<file path="src/rtl/mem_read_arbiter_pkg.sv">
// Shared types for the two-requester memory read arbiter.
package mem_read_arbiter_pkg;

  typedef enum logic {
    ArbIdle  = 1'b0,
    ArbIssue = 1'b1
  } arb_state_e;

  typedef enum logic {
    ReqIm = 1'b0,
    ReqDm = 1'b1
  } req_id_e;

  function automatic req_id_e other_req(input req_id_e r);
    return (r == ReqIm) ? ReqDm : ReqIm;
  endfunction

endpackage

</file>
<file path="src/rtl/mem_read_arbiter_resp_order_fifo.sv">
// In-order response ID FIFO: remembers which requester owns each outstanding read.
module mem_read_arbiter_resp_order_fifo
  import mem_read_arbiter_pkg::*;
#(
  parameter int unsigned DEPTH = 4
) (
  input  logic    clk,
  input  logic    rst,
  input  logic    push,
  input  logic    pop,
  input  req_id_e din,
  output req_id_e head,
  output logic    full,
  output logic    empty
);

  localparam int unsigned PW = $clog2(DEPTH);
  localparam int unsigned CW = $clog2(DEPTH + 1);

  req_id_e         mem [DEPTH];
  logic [PW-1:0]   wr_ptr_q;
  logic [PW-1:0]   rd_ptr_q;
  logic [CW-1:0]   cnt_q;

  assign full  = (cnt_q == CW'(DEPTH));
  assign empty = (cnt_q == '0);
  assign head  = mem[rd_ptr_q];

  always_ff @(posedge clk) begin
    if (push) mem[wr_ptr_q] <= din;
  end

  // Pointers wrap naturally because DEPTH is a power of two.
  always_ff @(posedge clk or posedge rst) begin
    if (rst) begin
      wr_ptr_q <= '0;
      rd_ptr_q <= '0;
      cnt_q    <= '0;
    end else begin
      if (push) wr_ptr_q <= wr_ptr_q + PW'(1);
      if (pop)  rd_ptr_q <= rd_ptr_q + PW'(1);
      case ({push, pop})
        2'b10:   cnt_q <= cnt_q + CW'(1);
        2'b01:   cnt_q <= cnt_q - CW'(1);
        default: cnt_q <= cnt_q;
      endcase
    end
  end

  a_no_overflow:  assert property (@(posedge clk) disable iff (rst) !(push && full));
  a_no_underflow: assert property (@(posedge clk) disable iff (rst) !(pop && empty));

endmodule

</file>
<file path="src/rtl/mem_read_arbiter.sv">
// Round-robin IM/DM read arbiter onto one shared AR/R memory port with in-order R routing.
module mem_read_arbiter
  import mem_read_arbiter_pkg::*;
#(
  parameter int unsigned XLEN            = 32,
  parameter int unsigned MAX_OUTSTANDING = 4
) (
  input  logic            clk,
  input  logic            rst,
  input  logic            i_im_arvalid,
  output logic            o_im_arready,
  input  logic [XLEN-1:0] i_im_araddr,
  input  logic [2:0]      i_im_arprot,
  output logic            o_im_rvalid,
  input  logic            i_im_rready,
  output logic [XLEN-1:0] o_im_rdata,
  output logic [1:0]      o_im_rresp,
  input  logic            i_dm_arvalid,
  output logic            o_dm_arready,
  input  logic [XLEN-1:0] i_dm_araddr,
  input  logic [2:0]      i_dm_arprot,
  output logic            o_dm_rvalid,
  input  logic            i_dm_rready,
  output logic [XLEN-1:0] o_dm_rdata,
  output logic [1:0]      o_dm_rresp,
  output logic            o_m_arvalid,
  input  logic            i_m_arready,
  output logic [XLEN-1:0] o_m_araddr,
  output logic [2:0]      o_m_arprot,
  input  logic            i_m_rvalid,
  output logic            o_m_rready,
  input  logic [XLEN-1:0] i_m_rdata,
  input  logic [1:0]      i_m_rresp
);

  localparam int unsigned CW = $clog2(MAX_OUTSTANDING + 1);

  arb_state_e      state_q, next_state;
  req_id_e         last_grant_q;
  req_id_e         winner;
  logic [CW-1:0]   count_q;
  logic [XLEN-1:0] araddr_q;
  logic [2:0]      arprot_q;
  logic            accept;
  logic            pop;
  req_id_e         head;
  logic            fifo_full;
  logic            fifo_empty;

  // Next-state and grant selection; acceptance uses the registered count only.
  always_comb begin
    next_state = state_q;
    accept     = 1'b0;
    winner     = ReqIm;
    case (state_q)
      ArbIdle: begin
        if (!rst && (count_q < CW'(MAX_OUTSTANDING)) && (i_im_arvalid || i_dm_arvalid)) begin
          accept     = 1'b1;
          next_state = ArbIssue;
          if (i_im_arvalid && i_dm_arvalid) winner = other_req(last_grant_q);
          else if (i_dm_arvalid)            winner = ReqDm;
          else                              winner = ReqIm;
        end
      end
      ArbIssue: begin
        if (i_m_arready) next_state = ArbIdle;
      end
    endcase
  end

  assign o_im_arready = accept && (winner == ReqIm);
  assign o_dm_arready = accept && (winner == ReqDm);
  assign o_m_arvalid  = (state_q == ArbIssue);
  assign o_m_araddr   = araddr_q;
  assign o_m_arprot   = arprot_q;

  always_ff @(posedge clk or posedge rst) begin
    if (rst) begin
      state_q      <= ArbIdle;
      last_grant_q <= ReqDm;
      araddr_q     <= '0;
      arprot_q     <= '0;
      count_q      <= '0;
    end else begin
      state_q <= next_state;
      if (accept) begin
        last_grant_q <= winner;
        araddr_q     <= (winner == ReqIm) ? i_im_araddr : i_dm_araddr;
        arprot_q     <= (winner == ReqIm) ? i_im_arprot : i_dm_arprot;
      end
      case ({accept, pop})
        2'b10:   count_q <= count_q + CW'(1);
        2'b01:   count_q <= count_q - CW'(1);
        default: count_q <= count_q;
      endcase
    end
  end

  // Response routing follows the oldest outstanding ID; unsolicited data is stalled.
  assign o_m_rready  = !fifo_empty && ((head == ReqIm) ? i_im_rready : i_dm_rready);
  assign o_im_rvalid = !fifo_empty && (head == ReqIm) && i_m_rvalid;
  assign o_dm_rvalid = !fifo_empty && (head == ReqDm) && i_m_rvalid;
  assign o_im_rdata  = i_m_rdata;
  assign o_dm_rdata  = i_m_rdata;
  assign o_im_rresp  = i_m_rresp;
  assign o_dm_rresp  = i_m_rresp;
  assign pop         = i_m_rvalid && o_m_rready;

  mem_read_arbiter_resp_order_fifo #(
    .DEPTH (MAX_OUTSTANDING)
  ) u_resp_fifo (
    .clk   (clk),
    .rst   (rst),
    .push  (accept),
    .pop   (pop),
    .din   (winner),
    .head  (head),
    .full  (fifo_full),
    .empty (fifo_empty)
  );

  a_count_tracks_fifo: assert property (@(posedge clk) disable iff (rst)
    fifo_full == (count_q == CW'(MAX_OUTSTANDING)));

endmodule

</file>
<file path="config.mk">
export PLATFORM = sky130hd
export DESIGN_NAME = mem_read_arbiter
export DESIGN_NICKNAME = d
export VERILOG_FILES = /design/src/rtl/mem_read_arbiter_pkg.sv /design/src/rtl/mem_read_arbiter_resp_order_fifo.sv /design/src/rtl/mem_read_arbiter.sv
export SDC_FILE = /design/constraint.sdc
export NUM_CORES = 1
export LEC_CHECK = 0
export CORE_MARGIN = 10
export CORE_UTILIZATION = 35
export DETAILED_ROUTE_END_ITERATION = 16
export PLACE_DENSITY = 0.84
export SETUP_SLACK_MARGIN = 0.15
export SLEW_MARGIN = 15
export SYNTH_ARGS = -nofsm -noshare
export SYNTH_HDL_FRONTEND = slang
export SYNTH_SLANG_ARGS = --single-unit
</file>
<file path="constraint.sdc">
create_clock -name clk -period 2.5 [get_ports clk]
set_input_delay 0.5 -clock clk [delete_from_list [all_inputs] [get_ports clk]]
set_output_delay 0.5 -clock clk [all_outputs]
set_load 0.01 [all_outputs]
</file>
# Word-level counts from Yosys, hierarchy flattened
# Memory sizes are Yosys's and may differ from the RTL's.
# Index checks and enable logic that the tools add are counted.
[totals]
mem_bits_rw = 4
in_bits = 112
output_inout_bits = 109
memories = 1
reg_bits = 47
[mem_list]
columns = ["memory", "words", "word_bits", "read_ports", "rd_clocked_by_memory_dff", "wr", "line_no", "text"]
rows = [
  ["u_resp_fifo.mem", 4, 1, 1, 0, 1, "mem_read_arbiter_resp_order_fifo.sv:20", "req_id_e mem [DEPTH];"],
]
[op_classes]
reduce_logical = 16
magnitude_cmp = 1
eq_ne = 2
n_mux = 16
bitwise_logic = 3
n_addsub = 6
[op_table]
columns = ["operator", "count"]
rows = [
  ["two-way mux 32 bit", 1],
  ["case mux 3 bit (2 select lines)", 2],
  ["logical AND 1 bit", 11],
  ["two-way mux 1 bit", 11],
  ["adder 3 x 1 -> 3 bit, second input constant", 2],
  ["subtractor 3 x 1 -> 3 bit, second input constant", 2],
  ["adder 2 x 1 -> 2 bit, second input constant", 2],
  ["logical NOT 3 bit", 1],
  ["< comparator 3 bit, second input constant", 1],
  ["two-way mux 3 bit", 1],
  ["inverter 1 bit", 3],
  ["equality test 2 x 1 -> 1 bit, second input constant", 1],
  ["equality test 2 bit, second input constant", 1],
  ["logical NOT 1 bit", 2],
  ["case mux 1 bit (2 select lines)", 1],
  ["nonzero test 2 bit", 1],
  ["logical OR 1 bit", 1],
]

# Longest topological paths before layout
# Gate-level depths: netlist of the first run.
[depth]
word_depth = 7
depth_mapped = 10

# Modules after synthesis
# A second synthesis of the first run with hierarchy kept.
[unflattened]
hier_cells = 301
area_unflattened_um2 = 3225.6
[by_module_without_submodules]
columns = ["module", "cells_per_inst", "area_each_um2", "n_inst"]
rows = [
  ["mem_read_arbiter", 259, 2683.8, 1],
  ["mem_read_arbiter_resp_order_fifo", 42, 541.8, 1],
]

# Worst setup path before layout of the first run
# Ideal clock, no wire load.
[synth_path]
path_kind = "register to register"
from = "reg u_resp_fifo.rd_ptr_q[1]"
to = "reg count_q[2]"
stages_incl_launch_ff = 11
arrival_time_ns = 2.062
path_buffers = 0
path_slack_ns = 0.358
t_required_ns = 2.421
synth_period_minus_slack_ns = 2.142
cell_sequence = "dfrtp_1 mux2i_1 mux2i_1 mux2i_1 nor2_1 ha_1 inv_1 fa_1 xor2_1 nor2_1 xor2_1"
[synth_via]
elab_chain_len = 6
[synth_rtl]
columns = ["item", "line_no", "text"]
rows = [
  ["start, declared", "mem_read_arbiter_resp_order_fifo.sv:22", "logic [PW-1:0] rd_ptr_q;"],
  ["start signal, assigned", "mem_read_arbiter_resp_order_fifo.sv:41", "if (pop) rd_ptr_q <= rd_ptr_q + PW'(1);"],
  ["memory (4 x 1 bit) *", "n/a", ""],
  ["two-way mux 1 bit *", "mem_read_arbiter.sv:100", "assign o_m_rready = !fifo_empty && ((head == ReqIm) ? i_im_rready : i_dm_rready);"],
  ["logical AND 1 bit *", "mem_read_arbiter.sv:100", ""],
  ["logical AND 1 bit *", "mem_read_arbiter.sv:107", "assign pop = i_m_rvalid && o_m_rready;"],
  ["via pop", "mem_read_arbiter.sv:45", "logic pop;"],
  ["equality test 2 x 1 -> 1 bit / equality test 2 bit (equally long branches)", "mem_read_arbiter.sv:91", "case ({accept, pop})"],
  ["case mux 3 bit (2 select lines) / nonzero test 2 bit (equally long branches)", "n/a", ""],
  ["end signal, assigned", "mem_read_arbiter.sv:92", "2'b10: count_q <= count_q + CW'(1);"],
  ["end signal, assigned", "mem_read_arbiter.sv:93", "2'b01: count_q <= count_q - CW'(1);"],
  ["end signal, assigned", "mem_read_arbiter.sv:94", "default: count_q <= count_q;"],
  ["end, declared", "mem_read_arbiter.sv:41", "logic [CW-1:0] count_q;"],
]
# Mark *: on every way through the listed nets, which the timed path passes. The rest lies on a longest branch.
# A chain may end at the register's enable or synchronous reset.

# Final worst setup path of the first run
[layout_path]
from = "reg u_resp_fifo.rd_ptr_q[1]"
to = "out o_m_rready"
[layout_via]
elab_chain_len = 3
[layout_rtl]
columns = ["item", "line_no", "text"]
rows = [
  ["memory (4 x 1 bit)", "n/a", ""],
  ["two-way mux 1 bit", "mem_read_arbiter.sv:100", ""],
  ["logical AND 1 bit", "mem_read_arbiter.sv:100", ""],
  ["end, declared", "mem_read_arbiter.sv:31", "output logic o_m_rready,"],
]
# No other way between the ends.

==> flow_summary_export.csv, run 1 <==
group,metric,value,unit
floorplan,core_region_area,8260,sq um
critical_path,critical_path.startpoint_type,"flip-flop",
cells_and_area,layout.filler_cells,762,
clock_tree,clock_sinks,51,
synthesis,synthAdderAreaFrac,0.0344,
global_routing,groute.usage.overall,0.106,
synthesis,synth_seq_cells,51,
synthesis,synth_top_family_by_area,"buffers and inverters",
floorplan,fp-row-count,33,
power_and_ir_drop,vdd.ir_drop.worst,0.000332,V
sta,timing.final.ws_setup,0.237,ns
critical_path,critical_path_peak_fanout,3,
drt,routedWlPerCell,15.1,microns
drt,length_of_routed_met2_wiring,3330,microns
sta,worst_slew_margin_rel,0.647,
clock_tree,tritoncts_clock_tree,"yes",
sta,grt_setup_unrepaired,"yes",
critical_path,worstSetupPathType,"flip-flop to output port",
sta,final.min_clock_period,2.26,ns
drt,route.antenna.remaining_nets,0,
clock_tree,clk_path_buf_depth,2,
synthesis,synth.yosys.warnings,0,
synthesis,yosys.cell_types.count,26,
sta,finalHoldViolations,0,
outcome,run_status,"completed",
cells_and_area,numnets_final,474,
cells_and_area,drive_gt1_frac,0.0930,
drt,drt_drc_violations_left,0,
drt,routed-wl-met3,769,microns
power_and_ir_drop,p_leak,1.76,nW
synthesis,share_of_synthesized_cell_area_in_and_or_nand_and_nor_gates,0.0729,
global_routing,grt_max_degree,49,
cells_and_area,area_growth,32.6,%
cells_and_area,final_util,0.480,
clock_tree,worstSkewPairLatency,0.29,ns
sta,report.final.setup_viol,0,
floorplan,chipWidth,112,microns
cells_and_area,final-instance-count-excl-fill,460,
drt,route.final.wire_length,6930,microns
synthesis,synth_sequential_area_ratio,0.434,
power_and_ir_drop,seq_power_share,0.385,
drt,drt-met1-wl,2730,microns
clock_tree,cts-root-buf,"sky130_fd_sc_hd__clkbuf_8",
power_and_ir_drop,cellInternalPower,2.46,mW
sta,finClkSkew,0.00471,ns
power_and_ir_drop,combinationalPowerShare,0.498,
drt,vias_per_cell,4.47,
synthesis,synth_fp_nets,416,
run,timing.max_cap.violations,0,
floorplan,die_h,112,microns
synthesis,synth_compound_gate_area_share,0.0737,
floorplan,start_util,0.362,
hold_path,min_path_type,"flip-flop to flip-flop",
critical_path,reg2reg_slack,0.26,ns
synthesis,synth_xor_area_frac,0.0235,
global_routing,grt_antenna_before_repair,0,
sta,worstMarginPinSlew,0.528,ns
power_and_ir_drop,power.net_switching,1.32,mW
synthesis,netlist_instances,297,
global_routing,grt_pass1_vias,2207,
global_routing,grt_pass1_wl,11200,microns
placement,dp_hpwl,5680,microns
power_and_ir_drop,switching_share,0.350,
floorplan,fp.dieArea,12600,sq um
power_and_ir_drop,power.clock.fraction,0.118,
clock_tree,cts.reportedPaths.clkPinSlew,0.09,ns
synthesis,cell_area_after_technology_mapping,2990,sq um
drt,top_layer,"met4",
critical_path,worst_ep_required_time,2.00,ns
floorplan,io_pins,221,
clock_tree,cts_made_buffers,5,
sta,layout_worst_path_cycle_share,0.905,
drt,detailedRoute.firstPassIterationCount,4,
power_and_ir_drop,p_per_area,954,nW/um^2
critical_path,endpoint_kind,"output port",
cells_and_area,insertedDiodeCount,0,
drt,starting_drc_count_in_detailed_routing,44,
critical_path,crit_arrival,1.76,ns
placement,last_weighted_congestion_value_of_the_routability_driven_placer,0.800,
sta,finalMaxSlewViolations,0,
clock_tree,cts_max_level,2,
synthesis,muxShareOfSynthArea,0.148,
placement,buffer_ports.inserted,118,
synthesis,post_synth.cell_area_avg,10.1,sq um
placement,place_ws,-0.0200,ns
sta,maxClockFrequency,0.442,GHz
global_routing,globalRoute.totalOverflow,0,
drt,detailroute.via_count,2055,
placement,place.detailed.instances,449,
-- flip-flops by register name, summed over array words and instances (netlist names) --
signal	flops
o_m_araddr	32
u_resp_fifo.mem	4
count_q	3
o_m_arprot	3
u_resp_fifo.cnt_q	3
u_resp_fifo.rd_ptr_q	2
u_resp_fifo.wr_ptr_q	2
last_grant_q	1
o_m_arvalid	1
-- routing by layer --
metal,global-route usage,vias to the layer above
li1,-,1009
met1,0.110,945
met2,0.175,88
met3,0.0602,13
met4,0.0389,0
met5,0,-
-- cell usage after synthesis --
library cell,count,area [sq um]
sky130_fd_sc_hd__a21boi_2,1,11.3
sky130_fd_sc_hd__nor3_1,2,10.0
sky130_fd_sc_hd__nand2_1,35,131
sky130_fd_sc_hd__clkbuf_1,7,26.3
sky130_fd_sc_hd__a21o_1,1,7.51
sky130_fd_sc_hd__o31ai_1,1,7.51
sky130_fd_sc_hd__o21ai_2,1,8.76
sky130_fd_sc_hd__nor2_1,10,37.5
sky130_fd_sc_hd__buf_2,2,10.0
sky130_fd_sc_hd__o21ai_1,18,90.1
sky130_fd_sc_hd__mux2_2,1,11.3
sky130_fd_sc_hd__nor3b_2,1,12.5
sky130_fd_sc_hd__edfxtp_1,4,120
sky130_fd_sc_hd__mux2i_1,43,430
sky130_fd_sc_hd__dfrtp_1,46,1150
sky130_fd_sc_hd__ha_1,5,62.6
sky130_fd_sc_hd__xnor2_1,3,26.3
sky130_fd_sc_hd__buf_6,3,33.8
sky130_fd_sc_hd__nor2b_1,3,18.8
sky130_fd_sc_hd__o21ai_0,19,95.1
sky130_fd_sc_hd__xor2_1,5,43.8
sky130_fd_sc_hd__or2b_1,1,7.51
sky130_fd_sc_hd__dfstp_2,1,26.3
sky130_fd_sc_hd__buf_4,69,518
sky130_fd_sc_hd__fa_1,2,40.0
sky130_fd_sc_hd__inv_1,13,48.8
-- critical path, cell delays in order, from the launching register on --
cell	delay [ns]
sky130_fd_sc_hd__dfrtp_2	0.47
sky130_fd_sc_hd__mux2i_4	0.22
sky130_fd_sc_hd__mux2i_4	0.17
sky130_fd_sc_hd__mux2i_1	0.26
sky130_fd_sc_hd__nor2_1	0.06
sky130_fd_sc_hd__dlygate4sd2_1	0.29
-- kinds of logic after synthesis --
kind of cell | after synthesis
mux | 44
compound gates | 41
buf+inv | 94
xor+xnor | 8
flops | 51
simple gates | 52
fa+ha+maj | 7
-- power by group through the flow --
stage	clock network (mW)	registers (mW)	logic [mW]
3_5_place_dp	0	1.46	1.85
3_3_place_gp	0	1.43	1.79
4_1_cts	0.466	1.45	1.86
5_1_grt	0.496	1.51	2.09
2_1_floorplan	0	1.55	0.893
6_report	0.445	1.45	1.88
-- repair_timing --
| action | 4_1_cts | 5_1_grt |
|---|---|---|
| hold buffers | 0 | 0 |
| resized for setup | 8 | 9 |
| setup buffers | 1 | 3 |
| pin swaps | 0 | 4 |
| endpoints found under the setup margin | 6 | 4 |
-- per-stage QoR --
| step | TNS (ns) | area [sq um] | hold WS [ns] | power [mW] |
|---|---|---|---|---|
| floorplan | 0 | 2990 | 0.437 | 2.44 |
| finish | 0 | 3960 | 0.472 | 3.78 |
| global placement | -0.100 | 3810 | 0.453 | 3.22 |
| global route | 0 | 3960 | 0.493 | 4.10 |
| detailed placement | -0.0556 | 3810 | 0.462 | 3.30 |
| CTS | 0 | 3900 | 0.479 | 3.77 |
-- placed cells by master, fill, tap and decap left out, types with 3 or more instances in the layout --
cell type                         Yosys  routed
sky130_fd_sc_hd__inv_1               13      11
sky130_fd_sc_hd__o21ai_1             18      18
sky130_fd_sc_hd__nand2_1             35      35
sky130_fd_sc_hd__xnor2_1              3       3
sky130_fd_sc_hd__nor2b_1              3       3
sky130_fd_sc_hd__xor2_1               5       5
sky130_fd_sc_hd__clkbuf_8             0       5
sky130_fd_sc_hd__mux2i_4              0       3
sky130_fd_sc_hd__buf_4               69      13
sky130_fd_sc_hd__dlygate4sd2_1        0       4
sky130_fd_sc_hd__edfxtp_1             4       4
sky130_fd_sc_hd__clkdlybuf4s50_1      0     113
sky130_fd_sc_hd__dfrtp_1             46      45
sky130_fd_sc_hd__ha_1                 5       4
sky130_fd_sc_hd__nor2_1              10      10
sky130_fd_sc_hd__o21ai_0             19      19
sky130_fd_sc_hd__mux2i_1             43      40
-- final cells by class --
class / count / area, sq um / area share
inverters: 13 / 48.8 / 0.0123
multi-input cells: 152 / 1110 / 0.281
repair buffers: 132 / 1290 / 0.327
well taps: 105 / 131 / 0.0332
flip-flops and latches: 51 / 1300 / 0.328
clock buffers: 7 / 76.3 / 0.0193
-- final timing paths --
path / from / end / depth (start not counted)
min in group asynchronous: rst / u_resp_fifo.wr_ptr_q[0]$_DFFE_PP0P_ / 2
max in group asynchronous: rst / u_resp_fifo.rd_ptr_q[1]$_DFFE_PP0P_ / 3
setup / recovery: u_resp_fifo.rd_ptr_q[1]$_DFFE_PP0P_ / o_m_rready / 5
setup reg to reg: u_resp_fifo.rd_ptr_q[1]$_DFFE_PP0P_ / count_q[2]$_DFFE_PP0P_ / 10
hold reg to reg: count_q[0]$_DFFE_PP0P_ / count_q[0]$_DFFE_PP0P_ / 1
hold / removal: count_q[0]$_DFFE_PP0P_ / count_q[0]$_DFFE_PP0P_ / 1
Note: power is estimated with default switching activity, not from simulation.
==> run 2, diff against run 1 <==
--- a/config.mk
+++ b/config.mk
@@ -5,7 +5,7 @@
 export SDC_FILE = /design/constraint.sdc
 export NUM_CORES = 1
 export LEC_CHECK = 0
-export CORE_MARGIN = 10
+export CORE_MARGIN = 8
 export CORE_UTILIZATION = 35
 export DETAILED_ROUTE_END_ITERATION = 16
 export PLACE_DENSITY = 0.84
==> flow_summary_export.csv, run 2 (same netlist as run 1, synthesis figures left out) <==
group,metric,value,unit
placement,buffer_ports.inserted,118,
drt,vias_per_cell,4.51,
cells_and_area,insertedDiodeCount,0,
drt,routedWlPerCell,15.2,microns
floorplan,fp.dieArea,11700,sq um
critical_path,worstPathBufferInverterCount,2,
sta,worstMarginPinSlew,0.579,ns
sta,finClkSkew,0.00862,ns
drt,detailedRoute.firstPassIterationCount,4,
sta,grt_setup_unrepaired,"yes",
critical_path,crit_slowest_cell,"sky130_fd_sc_hd__dfrtp_2",
cells_and_area,multi_input_area,1080,sq um
drt,detailroute.via_count,2077,
clock_tree,clock_sinks,51,
sta,finalMaxSlewViolations,0,
clock_tree,cts_made_buffers,5,
sta,final.min_clock_period,2.34,ns
sta,maxClockFrequency,0.428,GHz
global_routing,grt_pass1_vias,2347,
critical_path,worstPathCellList,"mux2i_2, mux2i_1, buf_4, mux2i_1, nor2_1, dlygate4sd2_1",
global_routing,groute.usage.overall,0.121,
critical_path,crit_top_cell,"sky130_fd_sc_hd__mux2i_1",
cells_and_area,final_cell_mix,"113 x sky130_fd_sc_hd__clkdlybuf4s50_1, 45 x sky130_fd_sc_hd__dfrtp_1, 41 x sky130_fd_sc_hd__mux2i_1, 35 x sky130_fd_sc_hd__nand2_1, 19 x sky130_fd_sc_hd__o21ai_0",
clock_tree,clk_path_buf_depth,2,
drt,route.final.wire_length,7020,microns
global_routing,grt_max_degree,51,
critical_path,reg2reg_slack,0.16,ns
clock_tree,tritoncts_clock_tree,"yes",
cells_and_area,max_ffs_per_register,32,
cells_and_area,drive_gt1_frac,0.0927,
critical_path,crit_path_max_incr_delay,0.45,ns
outcome,run_status,"completed",
sta,layout_worst_path_cycle_share,0.935,
cells_and_area,numnets_final,474,
critical_path,crit_arrival,1.84,ns
cells_and_area,layout.area.seq,1300,sq um
floorplan,fp-row-count,33,
critical_path,worstSetupPathType,"flip-flop to output port",
placement,last_weighted_congestion_value_of_the_routability_driven_placer,0.687,
run,timing.max_cap.violations,0,
floorplan,die_h,108,microns
cells_and_area,final_area,3980,sq um
sta,finalHoldViolations,0,
placement,place_ws,-0.0634,ns
cells_and_area,area_growth,33.2,%
global_routing,grt_pass1_wl,11400,microns
power_and_ir_drop,vdd.ir_drop.worst,0.000475,V
clock_tree,worstSkewPairLatency,0.30,ns
critical_path,critical_path.startpoint_type,"flip-flop",
critical_path,worst_ep_required_time,2.00,ns
floorplan,core_region_area,8260,sq um
critical_path,endpoint_kind,"output port",
global_routing,globalRoute.totalOverflow,0,
floorplan,start_util,0.362,
power_and_ir_drop,p_per_area,980,nW/um^2
hold_path,min_path_type,"flip-flop to flip-flop",
sta,worst_slew_margin_rel,0.614,
sta,report.final.setup_viol,0,
cells_and_area,layout.filler_cells,755,
floorplan,chipWidth,108,microns
clock_tree,cts.reportedPaths.clkPinSlew,0.09,ns
drt,route.antenna.remaining_nets,0,
drt,starting_drc_count_in_detailed_routing,44,
power_and_ir_drop,p_leak,1.81,nW
cells_and_area,layout_commonest_cell,"sky130_fd_sc_hd__clkdlybuf4s50_1",
floorplan,io_pins,221,
global_routing,grt_antenna_before_repair,0,
sta,timing.final.ws_setup,0.162,ns
clock_tree,cts_max_level,2,
clock_tree,cts-root-buf,"sky130_fd_sc_hd__clkbuf_8",
placement,postPlaceCellArea,3800,sq um
critical_path,critical-path-top-delay-family,"multiplexers",
drt,drt_drc_violations_left,0,
critical_path,critical_path_peak_fanout,3,
placement,dp_hpwl,5530,microns
run 2: changes by cell type in the layout (fill, tap and decap cells not counted), moves of 2 or more:
cell                             change
sky130_fd_sc_hd__fa_1                +2
sky130_fd_sc_hd__clkbuf_1            -2
sky130_fd_sc_hd__mux2i_2             +2
sky130_fd_sc_hd__dlymetal6s2s_1      +2
sky130_fd_sc_hd__fa_2                -2
sky130_fd_sc_hd__mux2i_4             -3
run 2: what timing repair did:
| action | 4_1_cts | 5_1_grt |
|---|---|---|
| setup endpoints to repair | 6 | 7 |
| hold buffers | 0 | 0 |
| pin swaps | 0 | 1 |
| hold endpoints to repair | 0 | 0 |
| setup buffers | 6 | 0 |
| gates resized for setup | 6 | 4 |
run 2: final cells by class:
| class | instances | share of cell area |
|---|---|---|
| Sequential cell | 51 | 0.326 |
| Clock buffer | 6 | 0.0208 |
| Tap cell | 105 | 0.0330 |
| Inverter | 13 | 0.0123 |
| Multi-Input combinational cell | 152 | 0.272 |
| Timing Repair Buffer | 132 | 0.327 |
| Clock inverter | 2 | 0.00881 |
run 2: worst paths after layout:
check                                                          from                                  end  depth (start not counted)
max in group asynchronous                                       rst  u_resp_fifo.rd_ptr_q[1]$_DFFE_PP0P_                          3
worst min-delay path                         count_q[0]$_DFFE_PP0P_               count_q[0]$_DFFE_PP0P_                          1
worst max register to register  u_resp_fifo.rd_ptr_q[1]$_DFFE_PP0P_     u_resp_fifo.cnt_q[2]$_DFFE_PP0P_                         11
worst max-delay path            u_resp_fifo.rd_ptr_q[1]$_DFFE_PP0P_                           o_m_rready                          6
min in group asynchronous                                       rst            o_m_araddr[6]$_DFFE_PP0P_                          2
worst min register to register               count_q[0]$_DFFE_PP0P_               count_q[0]$_DFFE_PP0P_                          1
run 2: routing by layer:
| metal | track usage | vias up | share of wire |
|---|---|---|---|
| li1 | - | 1013 | - |
| met1 | 0.126 | 954 | 0.38 |
| met2 | 0.204 | 97 | 0.49 |
| met3 | 0.0631 | 13 | 0.11 |
| met4 | 0.0450 | 0 | 0.014 |
| met5 | 0 | - | 0 |
run 2: worst register-to-register path, stage by stage, from the launching register on:
cell	delay, ns
sky130_fd_sc_hd__dfrtp_2	0.42
sky130_fd_sc_hd__mux2i_2	0.24
sky130_fd_sc_hd__mux2i_1	0.13
sky130_fd_sc_hd__buf_4	0.15
sky130_fd_sc_hd__mux2i_1	0.12
sky130_fd_sc_hd__nor2_1	0.12
sky130_fd_sc_hd__ha_2	0.19
sky130_fd_sc_hd__inv_1	0.07
sky130_fd_sc_hd__fa_1	0.38
sky130_fd_sc_hd__xor2_1	0.15
sky130_fd_sc_hd__nor2_1	0.11
sky130_fd_sc_hd__xor2_1	0.18
run 2: power breakdown:
part           internal (mW)  switching, mW
sequential              1.21          0.225
combinational           1.04          0.829
clock                  0.324          0.266
total                   2.58           1.32
run 2: stage by stage:
| step | hold slack, ns | setup TNS, ns | instances | util | power [mW] |
|---|---|---|---|---|---|
| CTS | 0.474 | 0 | 461 | 0.481 | 3.96 |
| detailed placement | 0.456 | -0.0908 | 447 | 0.460 | 3.28 |
| floorplan | 0.437 | 0 | 297 | - | 2.44 |
| finish | 0.469 | 0 | 461 | 0.482 | 3.90 |
| global placement | 0.452 | 0 | 447 | 0.460 | 3.19 |
| global route | 0.509 | -0.00263 | 461 | 0.482 | 4.20 |
==> run 3, diff against run 2 <==
--- a/config.mk
+++ b/config.mk
@@ -10,6 +10,7 @@
 export DETAILED_ROUTE_END_ITERATION = 16
 export PLACE_DENSITY = 0.84
 export SETUP_SLACK_MARGIN = 0.15
+export SKIP_CTS_REPAIR_TIMING = 1
 export SLEW_MARGIN = 15
 export SYNTH_ARGS = -nofsm -noshare
 export SYNTH_HDL_FRONTEND = slang
==> flow_summary_export.csv, run 3 (same netlist as run 1, synthesis figures left out) <==
group,metric,value,unit
sta,worstMarginPinSlew,0.574,ns
placement,place.detailed.instances,447,
drt,drt_drc_violations_left,0,
critical_path,endpoint_kind,"flip-flop",
placement,buffer_ports.inserted,118,
critical_path,critical-path-top-delay-family,"adder cells",
power_and_ir_drop,vdd.ir_drop.worst,0.000477,V
cells_and_area,area_growth,33.9,%
drt,detailedRoute.firstPassIterationCount,4,
cells_and_area,final-instance-count-excl-fill,458,
cells_and_area,layout_commonest_cell,"sky130_fd_sc_hd__clkdlybuf4s50_1",
cells_and_area,numnets_final,471,
critical_path,worst_ep_required_time,2.72,ns
critical_path,critical_path.startpoint_type,"flip-flop",
critical_path,rr_worst_depth,10,
floorplan,chipWidth,108,microns
global_routing,grt_antenna_before_repair,0,
cells_and_area,final_cell_mix,"113 x sky130_fd_sc_hd__clkdlybuf4s50_1, 45 x sky130_fd_sc_hd__dfrtp_1, 40 x sky130_fd_sc_hd__mux2i_1, 35 x sky130_fd_sc_hd__nand2_1, 19 x sky130_fd_sc_hd__o21ai_0",
sta,maxClockFrequency,0.449,GHz
placement,dp_hpwl,5530,microns
floorplan,fp.dieArea,11700,sq um
clock_tree,cts-root-buf,"sky130_fd_sc_hd__clkbuf_8",
drt,vias_per_cell,4.51,
drt,route.final.wire_length,6980,microns
power_and_ir_drop,power.net_switching,1.33,mW
power_and_ir_drop,p_per_area,978,nW/um^2
sta,finalHoldViolations,0,
drt,route.antenna.remaining_nets,0,
clock_tree,clk_path_buf_depth,2,
clock_tree,tritoncts_clock_tree,"yes",
sta,worst_slew_margin_rel,0.617,
floorplan,io_pins,221,
power_and_ir_drop,seq_power_share,0.370,
global_routing,grt_max_degree,51,
critical_path,crit_path_max_incr_delay,0.45,ns
run,timing.max_cap.violations,0,
cells_and_area,max_ffs_per_register,32,
power_and_ir_drop,combinationalPowerShare,0.479,
clock_tree,cts_max_level,2,
drt,routedWlPerCell,15.2,microns
critical_path,worstPathCellList,"mux2i_4, mux2i_4, mux2i_1, nor2_1, ha_2, inv_1, fa_1, xor2_1, nor2_1, xor2_1",
sta,final.min_clock_period,2.23,ns
global_routing,grt_pass1_wl,11200,microns
power_and_ir_drop,total_power_draw,3.91,mW
drt,starting_drc_count_in_detailed_routing,36,
global_routing,grt_pass1_vias,2321,
sta,finClkSkew,0.00877,ns
critical_path,crit_slowest_cell,"sky130_fd_sc_hd__dfrtp_2",
sta,grt_setup_unrepaired,"no",
global_routing,globalRoute.totalOverflow,0,
power_and_ir_drop,p_leak,1.83,nW
cells_and_area,drive_gt1_frac,0.0907,
sta,timing.final.ws_setup,0.271,ns
sta,finalMaxSlewViolations,0,
sta,layout_worst_path_cycle_share,0.892,
placement,last_weighted_congestion_value_of_the_routability_driven_placer,0.687,
floorplan,core_region_area,8260,sq um
critical_path,critical_path_peak_fanout,3,
floorplan,start_util,0.362,
critical_path,worst-path-stages,10,
power_and_ir_drop,switching_share,0.340,
clock_tree,clock_sinks,51,
floorplan,fp-row-count,33,
floorplan,die_h,108,microns
outcome,run_status,"completed",
critical_path,worstSetupPathType,"flip-flop to flip-flop",
placement,place_ws,-0.0634,ns
global_routing,groute.usage.overall,0.119,
hold_path,min_path_type,"flip-flop to flip-flop",
critical_path,worstPathBufferInverterCount,1,
clock_tree,cts_made_buffers,5,
hold_path,hold_path_depth,1,
power_and_ir_drop,cellInternalPower,2.58,mW
clock_tree,worstSkewPairLatency,0.30,ns
drt,detailroute.via_count,2065,
cells_and_area,insertedDiodeCount,0,
clock_tree,cts.reportedPaths.clkPinSlew,0.09,ns
power_and_ir_drop,power.clock.fraction,0.151,
sta,report.final.setup_viol,0,
critical_path,crit_arrival,2.45,ns
sta,whs,0.469,ns
-- run 3: worst register-to-register path, cell delays in order, from the launching register on --
cell and delay (ns):
sky130_fd_sc_hd__dfrtp_2 0.45, sky130_fd_sc_hd__mux2i_4 0.29, sky130_fd_sc_hd__mux2i_4 0.11, sky130_fd_sc_hd__mux2i_1 0.15, sky130_fd_sc_hd__nor2_1 0.12, sky130_fd_sc_hd__ha_2 0.19
sky130_fd_sc_hd__inv_1 0.07, sky130_fd_sc_hd__fa_1 0.38, sky130_fd_sc_hd__xor2_1 0.15, sky130_fd_sc_hd__nor2_1 0.11, sky130_fd_sc_hd__xor2_1 0.15
-- run 3: worst paths after layout --
path,start,to,slack [ns]
max in group asynchronous,rst,u_resp_fifo.rd_ptr_q[1]$_DFFE_PP0P_,1.37
worst max-delay path,u_resp_fifo.rd_ptr_q[1]$_DFFE_PP0P_,count_q[2]$_DFFE_PP0P_,0.27
worst max register to register,u_resp_fifo.rd_ptr_q[1]$_DFFE_PP0P_,count_q[2]$_DFFE_PP0P_,0.27
min in group asynchronous,rst,o_m_araddr[6]$_DFFE_PP0P_,0.60
worst min-delay path,count_q[0]$_DFFE_PP0P_,count_q[0]$_DFFE_PP0P_,0.47
worst min register to register,count_q[0]$_DFFE_PP0P_,count_q[0]$_DFFE_PP0P_,0.47
-- run 3: area by class of cell --
| type | instances | area [sq um] |
|---|---|---|
| clock buffer | 6 | 82.6 |
| timing repair buffer | 129 | 1290 |
| tap | 105 | 131 |
| fill | 754 | 4260 |
| inverter | 13 | 48.8 |
| multi-input combinational | 152 | 1110 |
| clock inverter | 2 | 35.0 |
| sequential | 51 | 1300 |
-- run 3: per-stage QoR --
step | setup TNS (ns) | area, sq um | utilization
after global routing | 0 | 4000 | 0.484
after global placement | 0 | 3800 | 0.460
final | 0 | 4000 | 0.484
after detailed placement | -0.0908 | 3800 | 0.460
after floorplan | 0 | 2990 | -
after CTS | -0.166 | 3920 | 0.474
-- run 3: metal layers --
metal	global-route usage	wire [microns]	vias up
li1	-	-	1008
met5	0	0	-
met4	0.0450	99	0
met2	0.200	3410	99
met1	0.123	2670	945
met3	0.0654	790	13
-- run 3: power by group through the flow --
stage	clock, mW	combinational (mW)	sequential [mW]
2_1_floorplan	0	0.893	1.55
3_3_place_gp	0	1.77	1.43
3_5_place_dp	0	1.83	1.45
4_1_cts	0.613	1.84	1.44
5_1_grt	0.647	2.07	1.50
6_report	0.591	1.87	1.45
==> edit, RTL diff (config.mk and constraints of run 2) <==
Change the parameter `MAX_OUTSTANDING` from 4 to 2.
--- a/src/rtl/mem_read_arbiter.sv
+++ b/src/rtl/mem_read_arbiter.sv
@@ -3,7 +3,7 @@
   import mem_read_arbiter_pkg::*;
 #(
   parameter int unsigned XLEN            = 32,
-  parameter int unsigned MAX_OUTSTANDING = 4
+  parameter int unsigned MAX_OUTSTANDING = 2
 ) (
   input  logic            clk,
   input  logic            rst,
Check against the original RTL: not equivalent (a bounded check fails within 10 cycles, from zero or initial values and one cycle with rst high).
==> edit against run 2 <==
- setup slack improved by 64 ps
- wire length decreased by 2.3%
- register-to-register slack improved by 440 ps
- count of clock-buffer cells in the layout unchanged
- via count decreased by 6.8%
- design area decreased by 11%
- combinational power decreased by 7%
- hold slack improved by 22 ps
- sequential cell count decreased by 6
- total power decreased by 8.7%
- first-iteration DRC count increased by 23%
- critical path depth decreased by 2
- synthesized cell count decreased by 18%
- synthesized area decreased by 12%
==> edit: results (changes against run 2) <==
Status = complete, no violations (unchanged)
Final setup fails = 0 (unchanged)
Slew headroom = 67.2% (was 61.4%)
Critical path's largest stage delay = 550 ps (was 450 ps)
DP Cell Count = 385 (was 447)
Maximum VDD drop = 0.454 mV (was 0.475 mV)
Layout cell share with drive strength beyond 1 = 7.09% (was 9.27%)
Syn avg cell area = 10.8 sq um (was 10.1 sq um)
Detail Placement HPWL = 5.17 mm (was 5.53 mm)
PortBufs = 118 (unchanged)
R2r startpoint = count_q[1]$_DFFE_PP0P_ (was u_resp_fifo.rd_ptr_q[1]$_DFFE_PP0P_)
Top post-synthesis cells by area = dfrtp_1 (40%), buf_4 (21%), a221o_1 (12%) (was dfrtp_1 (39%), buf_4 (17%), mux2i_1 (14%))
CP max stage cell = clkdlybuf4s50_1 (was dfrtp_2)
Asr flop ratio synth = 95.6% (was 92.2%)
Met1 track demand over resource = 15.3% (was 12.6%)
DR iter-0 viols = 54 (was 44)
Nets = 408 (was 474)
Leakage power = 1.48 nW (was 1.81 nW)
CTS HTree Levels = 2 (unchanged)
Ant diodes = 0 (unchanged)
FF-to-FF setup slack = 600 ps (was 160 ps)
Met2 GRT Util = 19.8% (was 20.4%)
Hold path depth = 1 (unchanged)
Routed vias = 1935 (was 2077)
Fillers = 688 (was 755)
Vias in the first global route = 2192 (was 2347)
Synth cell types = 24 (was 26)
Net Count, Synth = 358 (was 416)
Worst hold path type = flop to flop (unchanged)
Setup Skew = 10.0 ps (was 8.62 ps)
Inserted Clock Buffers = 5 (unchanged)
WP data arrival = 1770 ps (was 1840 ps)
Met3 usage = 6.68% (was 6.31%)
Top FF cell, synth = dfrtp_1 (unchanged)
Largest net degree at the start of global routing = 40 (was 51)
Post-synth top cells = buf_4 (75), dfrtp_1 (42), a21boi_0 (31), a221o_1 (31), inv_1 (11) (was buf_4 (69), dfrtp_1 (46), mux2i_1 (43))
Drt pass-1 iters = 4 (unchanged)
Gp weighted congestion = 0.716 (was 0.687)
Bufs on Longest Clock Path = 2 (unchanged)
Final std cells w/o fill = 395 (was 461)
Initial antenna violation count = 0 (unchanged)
Reg2Reg Depth = 6 (was 11)
Maximum net fanout on the critical path = 3 (unchanged)
Worst R2R End = u_resp_fifo.cnt_q[1]$_DFFE_PP0P_ (was u_resp_fifo.cnt_q[2]$_DFFE_PP0P_)
Worst-path clk slew = 90 ps (about the same)
Clock root buffer = clkbuf_8 (unchanged)
Max reg flops = 32 (unchanged)
Sequential share of the synthesized area = 43.1% (was 43.4%)
WL per Instance = 17.4 um (was 15.2 um)
Synth Warn # = 0 (unchanged)
HP Start = count_q[0]$_DFFE_PP0P_ (unchanged)
Post-synth EDFFs = 2 (was 4)
First-pass GRT wire length = 10.9 mm (was 11.4 mm)
GRT Total Usage = 13.1% (was 12.1%)
Skew-Pair Late Insertion Delay = 290 ps
DRC viols = 0 (unchanged)
Endpoint, Worst Hold = count_q[0]$_DFFE_PP0P_ (unchanged)
==> edit: stage by stage <==
stage	power, mW	util, %	cell area (sq um)	hold WS [ps]	worst slack, ps
2_1_floorplan	2.24	-	2640	458	712
3_3_place_gp	2.97	46.5	3390	472	58.5
3_5_place_dp	3.02	46.5	3390	476	73.9
4_1_cts	3.59	48.0	3500	491	177
5_1_grt	3.81	48.3	3520	514	163
6_report	3.56	48.3	3520	491	226
==> edit: cells by family (layout without fill, tap and decap cells) <==
group / count (synthesis) / after routing / share of synthesized area, %
flip-flops: 45 / 45 / 43.1
AO/OA/AOI/OAI: 75 / 75 / 23.8
XOR/XNOR: 8 / 8 / 2.66
AND/OR/NAND/NOR: 17 / 17 / 3.23
multiplexers: 3 / 3 / 1.14
adder cells (fa/ha/maj): 1 / 1 / 0.475
buffers and inverters: 96 / 147 / 25.5
==> edit: how the worst max path moves through the flow <==
stage / startpoint / to / slack, ps
4_1_cts: u_resp_fifo.rd_ptr_q$_DFFE_PP0P_ / o_m_rready / 180
5_1_grt: u_resp_fifo.rd_ptr_q$_DFFE_PP0P_ / o_m_rready / 160
3_3_place_gp: rst / o_im_arready / 60
3_5_place_dp: rst / o_im_arready / 70
2_1_floorplan: i_dm_arvalid / u_resp_fifo.cnt_q[1]$_DFFE_PP0P_ / 710
6_report: i_m_rvalid / o_dm_rvalid / 230
==> edit: cell type report <==
class / count / area share [%]
inverters: 11 / 1.17
multi-input cells: 104 / 24.0
well taps: 99 / 3.52
clock inverters: 2 / 0.994
flip-flops and latches: 45 / 32.3
repair buffers: 128 / 36.0
clock buffers: 6 / 2.06
==> edit: layer usage <==
metal	up-vias	wire [um]
met5	-	0
met2	101	3090
met1	904	2790
li1	903	-
met3	27	804
met4	0	173
==> edit: worst max-delay path: cells and delay by family <==
family	cells	cell delay, ps
compound gates	1	130
buf+inv	2	1050
simple gates	1	100
==> edit: power breakdown <==
part	total (mW)	leakage, nW	switching (mW)	internal (mW)
Clock	0.539	0.0552	0.242	0.297
Combinational	1.74	0.885	0.689	1.05
Sequential	1.28	0.544	0.209	1.08
==> edit: what timing repair did <==
action,CTS,global route
resized for setup,3,2
hold buffers,0,0
endpoints found under the hold margin,0,0
setup buffers,0,2
setup endpoints to repair,4,2
